## config.mk

```make
export PLATFORM = sky130hd
export DESIGN_NAME = dataframe_stream_arbiter
export DESIGN_NICKNAME = d
export VERILOG_FILES = /design/src/rtl/dataframe_stream_arbiter_pkg.sv /design/src/rtl/dataframe_stream_arbiter_rr_priority_picker.sv /design/src/rtl/dataframe_stream_arbiter.sv
export SDC_FILE = /design/constraint.sdc
export NUM_CORES = 1
export LEC_CHECK = 0
export BUFFER_PORTS_ARGS = -buffer_cell sky130_fd_sc_hd__clkbuf_2
export CORE_AREA = 5 5 534 536
export CTS_CLUSTER_DIAMETER = 60
export DETAILED_ROUTE_END_ITERATION = 8
export DIE_AREA = 0 0 539 541
export PLACE_DENSITY = 0.3
export SLEW_MARGIN = 15
export SYNTH_ARGS = -nofsm -noshare
export SYNTH_HDL_FRONTEND = slang
export SYNTH_HIERARCHICAL = 1
export SYNTH_SLANG_ARGS = --single-unit
export TNS_END_PERCENT = 1
```

## constraint.sdc

```tcl
create_clock -name ACLK -period 3.6 [get_ports ACLK]
set_input_delay 0.36 -clock ACLK [delete_from_list [all_inputs] [get_ports ACLK]]
set_output_delay 0.36 -clock ACLK [all_outputs]
set_load 0.02 [all_outputs]
```

## src/rtl/dataframe_stream_arbiter_pkg.sv

```systemverilog
// rtl/dataframe_stream_arbiter_pkg.sv - shared sizing constants for the dataframe stream arbiter
package dataframe_stream_arbiter_pkg;

   localparam int RFDC_TDATA_WIDTH    = 128;
   localparam int ARB_N_CH            = 8;
   localparam int ARB_MAX_FRAME_BEATS = 1024;
   localparam int FRAME_CNT_WIDTH     = 32;

   // The beat counter must be able to hold the watchdog limit itself.
   function automatic int beat_cnt_width(input int max_beats);
      return $clog2(max_beats + 1);
   endfunction

endpackage

```

## src/rtl/dataframe_stream_arbiter_rr_priority_picker.sv

```systemverilog
// rtl/dataframe_stream_arbiter_rr_priority_picker.sv - combinational round-robin next-grant picker
module rr_priority_picker #(
   parameter int N = 8
) (
   input  logic [N-1:0]          req,
   input  logic [$clog2(N)-1:0]  last_grant,
   output logic [$clog2(N)-1:0]  next_grant,
   output logic                  any_req
);

   localparam int GW = $clog2(N);

   logic          found;
   logic [GW-1:0] idx;

   // Search starts one past the last grant so the previous winner has lowest priority.
   always_comb begin
      found      = 1'b0;
      idx        = '0;
      next_grant = last_grant;
      for (int i = 1; i <= N; i++) begin
         idx = GW'((int'(last_grant) + i) % N);
         if (!found && req[idx]) begin
            next_grant = idx;
            found      = 1'b1;
         end
      end
   end

   assign any_req = |req;

endmodule

```

## src/rtl/dataframe_stream_arbiter.sv

```systemverilog
// rtl/dataframe_stream_arbiter.sv - frame-atomic round-robin merge of N dataframe streams
module dataframe_stream_arbiter
   import dataframe_stream_arbiter_pkg::*;
#(
   parameter int N_CH            = ARB_N_CH,
   parameter int TDATA_WIDTH     = RFDC_TDATA_WIDTH,
   parameter int MAX_FRAME_BEATS = ARB_MAX_FRAME_BEATS,
   parameter int FRAME_CNT_WIDTH = dataframe_stream_arbiter_pkg::FRAME_CNT_WIDTH
) (
   input  logic                            ACLK,
   input  logic                            ARESET,
   input  logic [N_CH-1:0]                 CH_ENABLE,
   input  logic [N_CH-1:0]                 S_AXIS_TVALID,
   output logic [N_CH-1:0]                 S_AXIS_TREADY,
   input  logic [N_CH*TDATA_WIDTH-1:0]     S_AXIS_TDATA,
   input  logic [N_CH*TDATA_WIDTH/8-1:0]   S_AXIS_TKEEP,
   input  logic [N_CH-1:0]                 S_AXIS_TLAST,
   input  logic                            M_AXIS_TREADY,
   output logic                            M_AXIS_TVALID,
   output logic [TDATA_WIDTH-1:0]          M_AXIS_TDATA,
   output logic [TDATA_WIDTH/8-1:0]        M_AXIS_TKEEP,
   output logic                            M_AXIS_TLAST,
   output logic [$clog2(N_CH)-1:0]         GRANT_CH,
   output logic                            GRANT_VALID,
   output logic [FRAME_CNT_WIDTH-1:0]      FRAME_CNT,
   output logic                            ARB_ERROR
);

   localparam int GW = $clog2(N_CH);
   localparam int KW = TDATA_WIDTH / 8;
   localparam int BW = beat_cnt_width(MAX_FRAME_BEATS);

   typedef enum logic [1:0] {
      ST_IDLE  = 2'd0,
      ST_XFER  = 2'd1,
      ST_ERROR = 2'd2
   } state_e;

   state_e                     state;
   logic [GW-1:0]              grant_ch;
   logic [GW-1:0]              next_grant;
   logic                       any_req;
   logic [BW-1:0]              beat_cnt;
   logic [FRAME_CNT_WIDTH-1:0] frame_cnt;
   logic                       arb_error;
   logic                       xfer;
   logic                       beat_acc;
   logic [TDATA_WIDTH-1:0]     ch_tdata [N_CH];
   logic [KW-1:0]              ch_tkeep [N_CH];

   for (genvar k = 0; k < N_CH; k++) begin : g_unpack
      assign ch_tdata[k] = S_AXIS_TDATA[k*TDATA_WIDTH +: TDATA_WIDTH];
      assign ch_tkeep[k] = S_AXIS_TKEEP[k*KW +: KW];
   end

   rr_priority_picker #(
      .N (N_CH)
   ) u_picker (
      .req        (S_AXIS_TVALID & CH_ENABLE),
      .last_grant (grant_ch),
      .next_grant (next_grant),
      .any_req    (any_req)
   );

   // Only the granted channel is routed; everything else sees TREADY low.
   assign xfer          = (state == ST_XFER);
   assign M_AXIS_TVALID = xfer & S_AXIS_TVALID[grant_ch];
   assign M_AXIS_TDATA  = ch_tdata[grant_ch];
   assign M_AXIS_TKEEP  = ch_tkeep[grant_ch];
   assign M_AXIS_TLAST  = S_AXIS_TLAST[grant_ch];
   assign beat_acc      = M_AXIS_TVALID & M_AXIS_TREADY;

   always_comb begin
      S_AXIS_TREADY = '0;
      if (xfer) begin
         S_AXIS_TREADY[grant_ch] = M_AXIS_TREADY;
      end
   end

   always_ff @(posedge ACLK) begin
      if (ARESET) begin
         state     <= ST_IDLE;
         grant_ch  <= GW'(N_CH - 1);
         beat_cnt  <= '0;
         frame_cnt <= '0;
         arb_error <= 1'b0;
      end else begin
         case (state)
            ST_IDLE: begin
               if (any_req) begin
                  grant_ch <= next_grant;
                  beat_cnt <= '0;
                  state    <= ST_XFER;
               end
            end
            ST_XFER: begin
               if (beat_acc) begin
                  beat_cnt <= beat_cnt + BW'(1);
                  if (M_AXIS_TLAST) begin
                     frame_cnt <= frame_cnt + FRAME_CNT_WIDTH'(1);
                     state     <= ST_IDLE;
                  end else if (beat_cnt == BW'(MAX_FRAME_BEATS - 1)) begin
                     // Runaway frame: latch the error and stay quiet until reset.
                     arb_error <= 1'b1;
                     state     <= ST_ERROR;
                  end
               end
            end
            ST_ERROR: begin
               arb_error <= 1'b1;
            end
            default: begin
               state <= ST_IDLE;
            end
         endcase
      end
   end

   assign GRANT_CH    = grant_ch;
   assign GRANT_VALID = xfer;
   assign FRAME_CNT   = frame_cnt;
   assign ARB_ERROR   = arb_error;

endmodule

```

=== Yosys cells after proc, flatten, opt, wreduce, memory -nomap -nowiden ===
Index checks and enable logic that the tools add are counted.

* Flip-flop bits (word level): 49
* Input port bits: 1179
* Output and inout port bits: 191

* $add $sub $neg: 10
* Order comparisons: 11
* Eq/ne operators: 8
* Muxes and demuxes: 56
* Bitwise logic cells: 6
* Reductions and logical operators: 25

{| class="wikitable"
|+ Operator list
! kind !! count
|-
| $bmux W128 S3 || 1
|-
| $mux W128 || 2
|-
| $bmux W16 S3 || 1
|-
| $lt A3 B4 Y1 const B || 9
|-
| $add A32 B1 Y32 const B || 1
|-
| $mux W16 || 2
|-
| $bmux W1 S3 || 10
|-
| $mux W3 || 8
|-
| $mux W11 || 2
|-
| $pmux W11 S2 || 1
|-
| $mux W1 || 21
|-
| $and A8 B8 Y8 || 2
|-
| $add A3 B3 Y3 const B || 4
|-
| $add A11 B1 Y11 const B || 1
|-
| $eq A11 B10 Y1 const B || 1
|-
| $reduce_and A3 Y1 || 3
|-
| $logic_and A1 B1 Y1 || 8
|-
| $mux W2 || 4
|-
| $mux W8 || 1
|-
| $reduce_and A4 Y1 || 2
|-
| $reduce_bool A8 Y1 || 1
|-
| $reduce_or A8 Y1 || 1
|-
| $logic_not A1 Y1 || 7
|-
| $add A3 B1 Y3 const B || 2
|-
| 16 further kinds || 21
|}

=== Logic depth before layout (Yosys ltp) ===
* Depth in word-level cells: 26
* Gate-level depth with buffers: 12
* Mapped depth without buffers: 9

=== Cells and area by module ===
The synthesis kept the hierarchy.

{| class="wikitable"
|+ By module, submodules not included
! module !! times used !! cells each !! area each (um^2) !! sequential area each (um^2)
|-
| dataframe_stream_arbiter || 1 || 1534 || 11641.2 || 980.9
|-
| rr_priority_picker || 1 || 107 || 1004.7 || 0.0
|}

=== Least setup slack after synthesis ===
No wires, ideal clock.

* Kind: register to register
* Start: reg grant_ch[1] (netlist: GRANT_CH[1])
* End: reg grant_ch[2] (netlist: GRANT_CH[2])
* Setup time: 0.120 ns
* Arrival: 3.244 ns
* Path slack: 0.236 ns
* Stages on the path, launching flop included: 11
* Buffers on the path: 1
* Period minus slack after synthesis: 3.364 ns
* Cell sequence: dfxtp_1 buf_6 inv_1 ha_1 xor2_1 mux4_2 and4bb_4 and3_4 a21o_1 o32a_1 a211o_1

{| class="wikitable"
|+ RTL lines
! element !! RTL line !! text
|-
| start: declaration || dataframe_stream_arbiter.sv:40 || <nowiki>logic [GW-1:0] grant_ch;</nowiki>
|-
| start signal: assignment || dataframe_stream_arbiter.sv:83 || <nowiki>grant_ch <= GW'(N_CH - 1);</nowiki>
|-
| start signal: assignment || dataframe_stream_arbiter.sv:91 || <nowiki>grant_ch <= next_grant;</nowiki>
|-
| $add A3 B1 Y3 || dataframe_stream_arbiter_rr_priority_picker.sv:22 || <nowiki>idx = GW'((int'(last_grant) + i) % N);</nowiki>
|-
| $bmux W1 S3 || dataframe_stream_arbiter_rr_priority_picker.sv:23 || <nowiki>if (!found && req[idx]) begin</nowiki>
|-
| $mux W1 (implied by the code) || dataframe_stream_arbiter_rr_priority_picker.sv:23 ||
|-
| $mux W1 || dataframe_stream_arbiter_rr_priority_picker.sv:23 ||
|-
| $logic_not A1 Y1 || dataframe_stream_arbiter_rr_priority_picker.sv:23 ||
|-
| $logic_and A1 B1 Y1 || dataframe_stream_arbiter_rr_priority_picker.sv:23 ||
|-
| $mux W1 || dataframe_stream_arbiter_rr_priority_picker.sv:23 ||
|-
| $logic_not A1 Y1 || dataframe_stream_arbiter_rr_priority_picker.sv:23 ||
|-
| [10 not listed] || - ||
|-
| $mux W1 || dataframe_stream_arbiter_rr_priority_picker.sv:23 ||
|-
| $logic_not A1 Y1 || dataframe_stream_arbiter_rr_priority_picker.sv:23 ||
|-
| $logic_and A1 B1 Y1 || dataframe_stream_arbiter_rr_priority_picker.sv:23 ||
|-
| $mux W1 || dataframe_stream_arbiter_rr_priority_picker.sv:23 ||
|-
| $logic_not A1 Y1 || dataframe_stream_arbiter_rr_priority_picker.sv:23 ||
|-
| $logic_and A1 B1 Y1 || dataframe_stream_arbiter_rr_priority_picker.sv:23 ||
|-
| $mux W3 * || dataframe_stream_arbiter_rr_priority_picker.sv:23 ||
|-
| named net next_grant[2] || dataframe_stream_arbiter.sv:41 || <nowiki>logic [GW-1:0] next_grant;</nowiki>
|}

The timed path passes the listed nets; every way through them passes the cells marked *. The select of a mux whose other input is x is not followed.
A chain may end at the register's enable or synchronous reset.

=== Final worst setup path ===
* Start: reg grant_ch[0] (netlist: GRANT_CH[0])
* End: out M_AXIS_TDATA[50]

* Word-level cells in the longest chain between the ends: 4

{| class="wikitable"
|+ RTL lines
! element !! RTL line !! text
|-
| $not A3 Y4 (implied by the code) || dataframe_stream_arbiter.sv:68 || <nowiki>assign M_AXIS_TDATA = ch_tdata[grant_ch];</nowiki>
|-
| $bmux W128 S3 || dataframe_stream_arbiter.sv:68 ||
|-
| $mux W128 (implied by the code) (2 in a row) || dataframe_stream_arbiter.sv:68 ||
|-
| end: declaration || dataframe_stream_arbiter.sv:20 || <nowiki>output logic [TDATA_WIDTH-1:0] M_AXIS_TDATA,</nowiki>
|}

No other way between the ends. The select of a mux whose other input is x is not followed.

==> impl_metrics.yaml <==
critical_path:
  required_ns: 3.24
  critPathKind: "flop to output pin"
  r2r_cells: 9
  arrival_ns: 3.12
  cp_max_fo: 79
  cp-end-kind: "output pin"
  critPathMaxStageDelay_ns: 0.45
  slowest_stage: "dfxtp_4"
  critPathLaunchType: "flop"
  cp_cell_sequence: "buf_4, buf_12, buf_8, mux2i_2, o22a_1, o21ai_0, clkbuf_2"
drt:
  drtIter0Drc: 1367
  wl_per_cell_um: 31.1
  via_per_inst: 3.17
  ant_nets: 0
  vias: 21400
  route.final.wire_length_mm: 210
  drtPass1Iterations: 5
  drc: 0
sta:
  grt_setup_unrepaired: "false"
  drv_slew: 0
  fmax_mhz: 287
  finalSetupViolCount: 0
  hold_viol: 0
  period_needed_ns: 3.48
  tightest_slew_ns: 1.10
  finalCritPeriodShare_pct: 96.8
  hold_slack_ns: 0.457
  slew_headroom_pct: 26.2
  fin_worst_skew_ns: 0.0103
clock_tree:
  cts_htree_levels: 2
  cts_buffers: 5
  path_clk_slew_ns: 0.07
  ctsHoldBuffers: 0
  postCtsSetupBuffers: 0
  clock_sinks: 49
  worstSkewPairLatency_ns: 0.31
  cts_buffer_depth: 2
  cts-root-buf: "clkbuf_16"
  cts_tree: "built"
synthesis:
  synth_area_sq_mm: 0.0126
  synth-async-reset-ratio_pct: 0
  synth_ff_type: "dfxtp_1"
  synth_top_cell_by_area: "mux2_2"
  synth_seq_cells: 49
  avgSynthCellArea_sq_um: 7.71
  synth_cell_type_count: 67
  synth_warnings: 6
  yosys.area.top_type_share_pct: 19.6
  syn-num-nets: 2824
  seq_area_frac_synth_pct: 7.76
  synth_cells: 1641
  synth_area_leaders: "mux2_2, mux2i_1, a22oi_1"
  synth_edf_count: 0
placement:
  port_buffers: 1369
  numPlacedInstances: 6679
  place_area_sq_mm: 0.0249
  hpwlAfterDp_mm: 191
  place.gp.congestion: 0.967
floorplanning:
  fp.coreArea_sq_mm: 0.280
  num_io_pins: 1370
  chipWidth_um: 539
  die_y_um: 541
  dieArea_sq_mm: 0.292
  row_count: 195
  initial_core_util_pct: 4.51
pwr:
  powerDensity_mw_per_mm2: 776
  leakage_nw: 11.1
  ir_worst_vdd_v: 0.000541
final_layout:
  areaGrowthSynthToFinish_pct: 99.6
  final_cells: 6760
  final_common_cell: "clkbuf_2"
  nets: 4126
  drive_above_1_share_pct: 59.4
  layout_common_cells: "clkbuf_2, mux2_2, mux2i_1"
  design_area_sq_mm: 0.0252
min_path:
  min_delay_path_depth: 2
  hold_path.class: "flop to flop"
grt:
  track_usage_pct: 13.6
  antenna_found_initial: 236
  grt_max_degree: 95
  grt_pass1_vias: 21600
  grt_overflow: 0
  grt_pass1_wl_mm: 257
run_status:
  outcome: "complete, no violations"
run:
  maxCapViolCount: 0
## area by class of cell
class,count,area [sq um]
Clock inverter,2,13.8
Clock buffer,6,129
Timing Repair Buffer,1484,8250
Inverter,13,50.0
Multi-Input combinational cell,1390,10900
Tap cell,3743,4680
Antenna cell,73,183
Sequential cell,49,992
Fill cell,33200,255000
## stage by stage
stage | power [mW] | utilization (%) | setup TNS, ns | setup slack [ns]
2_1_floorplan | 10.0 | - | 0 | 0.236
3_3_place_gp | 19.8 | 8.87 | -0.0621 | -0.0621
3_5_place_dp | 19.6 | 8.87 | -0.0555 | -0.0555
4_1_cts | 20.2 | 8.94 | 0 | 0.0615
5_1_grt | 20.8 | 8.98 | 0 | 0.0538
6_report | 19.6 | 9.00 | 0 | 0.117
## synth_stat cells (8+ instances only)
cell and count:
mux2_2 220, mux2i_1 168, clkbuf_1 146, a22oi_1 134, nor2_1 130, a21oi_1 126, a221oi_1 114, o21ai_0 73
nand2_1 63, o22ai_1 58, o22a_1 51, dfxtp_1 49, buf_1 30, o221ai_1 24, o31ai_1 21, or4_1 20
nand3_1 17, and2_1 15, a22o_1 14, a221o_1 13, inv_1 12, xnor2_1 11, nor3_1 8, nor4_1 8
## power breakdown
| part | internal (mW) | switching (mW) | leakage, nW |
|---|---|---|---|
| combinational | 6.54 | 11.8 | 10.6 |
| clock | 0.260 | 0.241 | 0.0679 |
| sequential | 0.574 | 0.127 | 0.396 |
## cell families after synthesis
family	count (synthesis)	share of synthesized area [%]
mux	402	35.4
flops	49	7.76
simple gates	310	11.9
compound gates	660	37.1
buf+inv	202	6.46
fa+ha+maj	4	0.396
xor+xnor	14	1.03
## worst max-delay path, delay by kind of cell, from the launching register on
family,cells,cell delay [ns]
AOI/OAI and AO/OA,2,0.43
buffers and inverters,4,1.24
DFF,1,0.45
muxes,1,0.42
## flip-flops by register name (all words and copies together), names as in the netlist
signal and count:
GRANT_CH 3, state 2, ARB_ERROR 1, beat_cnt 11, FRAME_CNT 32
## final timing paths
kind	start	endpoint	slack, ns
worst min-delay path	ARB_ERROR	ARB_ERROR	0.46
worst max register to register	GRANT_CH[1]	GRANT_CH[2]	0.41
worst min register to register	ARB_ERROR	ARB_ERROR	0.46
worst max-delay path	GRANT_CH[0]	M_AXIS_TDATA[50]	0.12
## metal layers
| metal | part of all wire, % | routed length (um) | track usage [%] |
|---|---|---|---|
| met1 | 35 | 74000 | 14.0 |
| met2 | 50 | 105000 | 24.3 |
| met3 | 10 | 21400 | 5.81 |
| met4 | 4.5 | 9390 | 5.14 |
| met5 | 0.42 | 878 | 0 |
## what timing repair did
action                     4_1_cts  5_1_grt
hold endpoints to repair         0        0
setup endpoints to repair        6        1
gates resized for setup          9        2
Note: power is estimated with default switching activity, not from simulation.
